==> src/rtl/proc_ctrl_pkg.sv <==
// Shared definitions for the processor run-control slice: default core count
// and the run controller state encoding.
package proc_ctrl_pkg;

  // Number of cores in Processor_Dynamic; the testbench uses the same value.
  localparam int CORE_COUNT = 3;

  // Run controller states. The 2-bit encodings are fixed so that waveform
  // viewers and older scripts decode them the same way.
  typedef enum logic [1:0] {
    IDLE   = 2'd0,
    LAUNCH = 2'd1,
    RUN    = 2'd2,
    FINISH = 2'd3
  } run_state_e;

endpackage

==> src/rtl/sticky_mask.sv <==
// Per-bit sticky flag register. Bits can only be set where the enable mask
// allows it, and once set they stay set until a clear is requested.
module sticky_mask #(
  parameter int width = 3
) (
  input  logic             clk,
  input  logic             reset,
  input  logic             clear,
  input  logic             set_en,
  input  logic [width-1:0] set,
  input  logic [width-1:0] enable,
  output logic [width-1:0] mask
);

  logic [width-1:0] mask_q;
  logic [width-1:0] mask_d;

  // Clear has priority over set so a new run always starts from an empty mask.
  always_comb begin
    mask_d = mask_q;
    if (clear) begin
      mask_d = '0;
    end else if (set_en) begin
      mask_d = mask_q | (set & enable);
    end
  end

  // Flag storage, wiped by the active-low asynchronous reset.
  always_ff @(posedge clk or negedge reset) begin
    if (!reset) begin
      mask_q <= '0;
    end else begin
      mask_q <= mask_d;
    end
  end

  assign mask = mask_q;

endmodule

==> src/rtl/core_run_controller.sv <==
// Run controller for the Processor_Dynamic core array: accepts a start
// request with a core enable mask, pulses core_start to the enabled cores,
// gathers their end-of-operation flags and reports done or a timeout.
module core_run_controller
  import proc_ctrl_pkg::*;
#(
  parameter int core_count     = CORE_COUNT,
  parameter int cnt_width      = 16,
  parameter int timeout_cycles = 4096
) (
  input  logic                  clk,
  input  logic                  reset,
  input  logic                  start,
  input  logic [core_count-1:0] core_enable,
  input  logic [core_count-1:0] endop_signal,
  output logic [core_count-1:0] core_start,
  output logic                  busy,
  output logic                  done,
  output logic                  timed_out,
  output logic [core_count-1:0] done_mask,
  output logic [cnt_width-1:0]  cycle_count
);

  localparam logic [cnt_width-1:0] COUNT_MAX    = '1;
  localparam logic [cnt_width-1:0] TIMEOUT_LAST = cnt_width'(timeout_cycles - 1);

  run_state_e            state_q, state_d;
  logic [core_count-1:0] en_q, en_d;
  logic [core_count-1:0] core_start_q, core_start_d;
  logic                  busy_q, busy_d;
  logic                  done_q, done_d;
  logic                  timed_out_q, timed_out_d;
  logic [cnt_width-1:0]  count_q, count_d;

  logic                  accept;
  logic                  in_run;
  logic                  complete;
  logic                  timeout_hit;
  logic [core_count-1:0] mask_w;

  // A start only counts in IDLE and only if at least one core would launch.
  assign accept = (state_q == IDLE) && start && (core_enable != '0);
  assign in_run = (state_q == RUN);

  // Completion looks at this cycle's endop as well, so the run ends on the
  // same edge the last enabled core reports in.
  assign complete = in_run && ((mask_w | (endop_signal & en_q)) == en_q);

  // Timeout fires on the edge that would make the count reach the limit;
  // a simultaneous completion takes precedence.
  assign timeout_hit = in_run && (timeout_cycles != 0) &&
                       (count_q == TIMEOUT_LAST) && !complete;

  // Completion flags: cleared on an accepted start, collected only in RUN.
  sticky_mask #(
    .width (core_count)
  ) u_done_mask (
    .clk    (clk),
    .reset  (reset),
    .clear  (accept),
    .set_en (in_run),
    .set    (endop_signal),
    .enable (en_q),
    .mask   (mask_w)
  );

  // Next-state logic for the FSM, run counter and registered outputs.
  always_comb begin
    state_d      = state_q;
    en_d         = en_q;
    core_start_d = '0;
    busy_d       = busy_q;
    done_d       = 1'b0;
    timed_out_d  = timed_out_q;
    count_d      = count_q;
    case (state_q)
      IDLE: begin
        if (accept) begin
          state_d      = LAUNCH;
          en_d         = core_enable;
          core_start_d = core_enable;
          busy_d       = 1'b1;
          timed_out_d  = 1'b0;
          count_d      = '0;
        end
      end
      LAUNCH: begin
        state_d = RUN;
      end
      RUN: begin
        if (count_q != COUNT_MAX) begin
          count_d = count_q + 1'b1;
        end
        if (complete || timeout_hit) begin
          state_d     = FINISH;
          busy_d      = 1'b0;
          done_d      = 1'b1;
          timed_out_d = timeout_hit;
        end
      end
      FINISH: begin
        state_d = IDLE;
      end
      default: begin
        state_d = IDLE;
      end
    endcase
  end

  // State and output registers; reset drops everything, core_start included.
  always_ff @(posedge clk or negedge reset) begin
    if (!reset) begin
      state_q      <= IDLE;
      en_q         <= '0;
      core_start_q <= '0;
      busy_q       <= 1'b0;
      done_q       <= 1'b0;
      timed_out_q  <= 1'b0;
      count_q      <= '0;
    end else begin
      state_q      <= state_d;
      en_q         <= en_d;
      core_start_q <= core_start_d;
      busy_q       <= busy_d;
      done_q       <= done_d;
      timed_out_q  <= timed_out_d;
      count_q      <= count_d;
    end
  end

  assign core_start  = core_start_q;
  assign busy        = busy_q;
  assign done        = done_q;
  assign timed_out   = timed_out_q;
  assign done_mask   = mask_w;
  assign cycle_count = count_q;

endmodule
==> config.mk <==
export PLATFORM = sky130hd
export DESIGN_NAME = core_run_controller
export DESIGN_NICKNAME = d
export VERILOG_FILES = /design/src/rtl/proc_ctrl_pkg.sv /design/src/rtl/sticky_mask.sv /design/src/rtl/core_run_controller.sv
export SDC_FILE = /design/constraint.sdc
export NUM_CORES = 1
export LEC_CHECK = 0
export CAP_MARGIN = 20
export CELL_PAD_IN_SITES_DETAIL_PLACEMENT = 2
export CELL_PAD_IN_SITES_GLOBAL_PLACEMENT = 2
export CORE_AREA = 4 4 73 75
export CTS_CLUSTER_DIAMETER = 120
export DETAILED_ROUTE_END_ITERATION = 16
export DIE_AREA = 0 0 77 79
export PLACE_DENSITY = 0.83
export SETUP_SLACK_MARGIN = 0.02
export SKIP_LAST_GASP = 1
export SLEW_MARGIN = 20
export SYNTH_ARGS = -nofsm -noshare
export SYNTH_HDL_FRONTEND = slang
export SYNTH_HIERARCHICAL = 1
export SYNTH_SLANG_ARGS = --single-unit
==> constraint.sdc <==
create_clock -name clk -period 4.1 [get_ports clk]
set_clock_uncertainty 0.1 [all_clocks]
set_input_delay 0.41 -clock clk [delete_from_list [all_inputs] [get_ports clk]]
set_output_delay 0.41 -clock clk [all_outputs]
set_load 0.02 [all_outputs]
==> metrics <==
CP Class=reg -> reg; Rows=25; most common cell in the netlist=dfrtp_1; placed instance count=235; PD cells=553.7 mW/mm^2; clock slew at reported path FFs=0.07 ns; critical path required time=4.13 ns; Tcrit/Tclk final=69.18%; largest family of logic cells by synthesized area=simple AND/OR/NAND/NOR gates; FFs w/ async S/R, synth=100.0%; n_diodes=0; Via density=5.383; TritonCTS buffer count=5; drt first pass iters=4; CP endpoint kind=flop; Setup Viol. Count Final=0; share of cells above drive strength 1=7.937%; R2R depth=8; Final WS setup=1.263 ns; Final Core Density=42.93%; initial antenna violation count=0; post-synthesis compound-gate area fraction=10.30%; Vias=1308; leading cell types by count after synthesis=dfrtp_1, nor2_1, xnor2_1; reg2reg end=cycle_count[7]; reg2reg setup slack=1.26 ns; Simple-Gate Fraction of Synth Area=25.04%; FILL cells=496; Final Max Slew Viols=0; post-synthesis xor/xnor area fraction=7.496%; Max-Cap Viols=0; DRC viols=0; number of synthesized register bits=30; HPWL after detailed placement=3341 um; Synth area leader=dfrtp_1; Die ar.=0.006083 sq mm; CTS sink count=30; Die Ht=79 um; nets=201; clock buffer depth=2; P_leak=0.8589 nW; proportion of synthesized area in mux cells=1.730%; Crit Reg-Reg Startpoint=state_q[0]; CTS root buffer=clkbuf_8; Synth Flop Type=dfrtp_1; post-synth top area share=49.42%; largest net degree at the start of global routing=31; Post-Synthesis Cells=149; Fin. Hold Viols=0; Post-Route Setup TNS=0 ns; top cells by area, synth=dfrtp_1, xnor2_1, nor2_1, ha_1, nor3_1; Area Growth Syn to Fin=31.71%; post-cts resize count=0; sequential-to-total area share from yosys stat=49.42%; Ys Warns=6; worst-skew pair later-pin latency=0.29 ns; Arr. time, crit path=2.87 ns; mean post-synth cell area=10.19 sq um; Setup Buffers After CTS=0; Syn Nets=162; final cell count without fillers=243; pre-CTS WS=1.251 ns; CTS Hold Bufs=0; IO Count=34; Startpoint Class=flop; Min-Delay Path Class=in -> async; Tmin final=2.837 ns; Adder-Cell Fraction of Synth Area=3.295%; unrepaired setup endpoints after global routing=false; Crit Path Max Fanout=13; Core Region=0.004661 sq mm; Slew headroom=32.93%; first-pass GRT wire length=7845 um; Distinct cells, synth=35; GRT Overall Usage=16.42%; max frequency=0.3525 GHz; Initial Util=32.59%; Pwr Total=0.001108 W; status=completed; total grt overflow=0; Tightest Pin Transition=1.002 ns; vias in the first global route=1509; post-synthesis cell area=0.001519 sq mm; number of synthesized flops with an enable pin=0; Chip Width=77 um; CTS tree=yes; Final ANT Viol Nets=0; WL final=4594 um; DR WL/cell=18.91 um; routability cong.=0.7916; DRC marker count from the first detailed-route iteration=43; Peak supply drop=0.1818 mV; Port Buffers=33; H-Tree Depth=2
-- worst max-delay path by stage --
stage	startpoint	to	slack (ns)	depth (start not counted)
after floorplan	cycle_count[12]	state_q[1]	1.93	5
after global placement	core_enable[2]	cycle_count[13]	1.46	7
after detailed placement	core_enable[2]	cycle_count[11]	1.25	7
after CTS	state_q[0]	cycle_count[3]	1.25	8
after global routing	state_q[0]	cycle_count[7]	0.94	8
final	state_q[0]	cycle_count[7]	1.26	8
-- report_power, final --
| part | leakage [nW] | switching, W | internal (W) | total [W] |
|---|---|---|---|---|
| logic | 0.409 | 0.000242 | 0.000190 | 0.000432 |
| clock network | 0.0482 | 0.000113 | 0.000135 | 0.000249 |
| registers | 0.402 | 0.0000651 | 0.000362 | 0.000427 |
| total | 0.859 | 0.000421 | 0.000687 | 0.00111 |
-- cell families after synthesis --
group | Yosys count
compound gates | 21
mux | 2
simple gates | 71
fa+ha+maj | 4
flops | 30
xor+xnor | 13
buf+inv | 8
-- worst max-delay path: stages (launching register included) --
cell and delay, ns:
dfrtp_1 0.36, inv_1 0.13, ha_1 0.48, nand4_1 0.24
nor4_1 0.74, buf_4 0.28, nor3_1 0.08, xnor2_1 0.19
nor2_1 0.07
-- layout by cell type, fill, tap and decap left out, types with 6 or more instances in the layout --
master	instances
nor3_1	10
clkbuf_8	6
nor2_1	21
dfrtp_1	30
clkdlybuf4s50_1	33
xnor2_1	13
nand3_1	6
-- layer usage --
layer	part of all wire [%]	wire length (um)	up-vias	track usage, %
met4	2.0	91	0	5.872
met1	45	2053	652	19.40
li1	-	-	609	-
met5	0	0	-	0
met2	48	2211	35	28.14
met3	5.2	237	12	5.215
-- sequential cells by signal (all words and copies together), names as in the netlist --
name / cells
state_q: 2
u_done_mask/mask: 3
core_start: 3
timed_out: 1
busy: 1
done: 1
en_q: 3
cycle_count: 16
-- final cells by class --
class | count | area (sq um) | share of cell area (%)
clock buffer | 7 | 86.33 | 4.315
clock inverter | 1 | 5.005 | 0.2502
inverter | 5 | 18.77 | 0.9381
multi-input combinational | 111 | 726.9 | 36.34
sequential | 30 | 750.7 | 37.52
tap | 54 | 67.56 | 3.377
timing repair buffer | 35 | 345.3 | 17.26
-- metrics by stage --
step / instance area [sq um] / hold WS [ns]
after floorplan: 1519 / 0.01441
after global placement: 1909 / 0.4176
after detailed placement: 1909 / 0.4366
after CTS: 2001 / 0.4361
after global routing: 2001 / 0.4667
final: 2001 / 0.4233
Note: power is estimated with default switching activity, not from simulation.
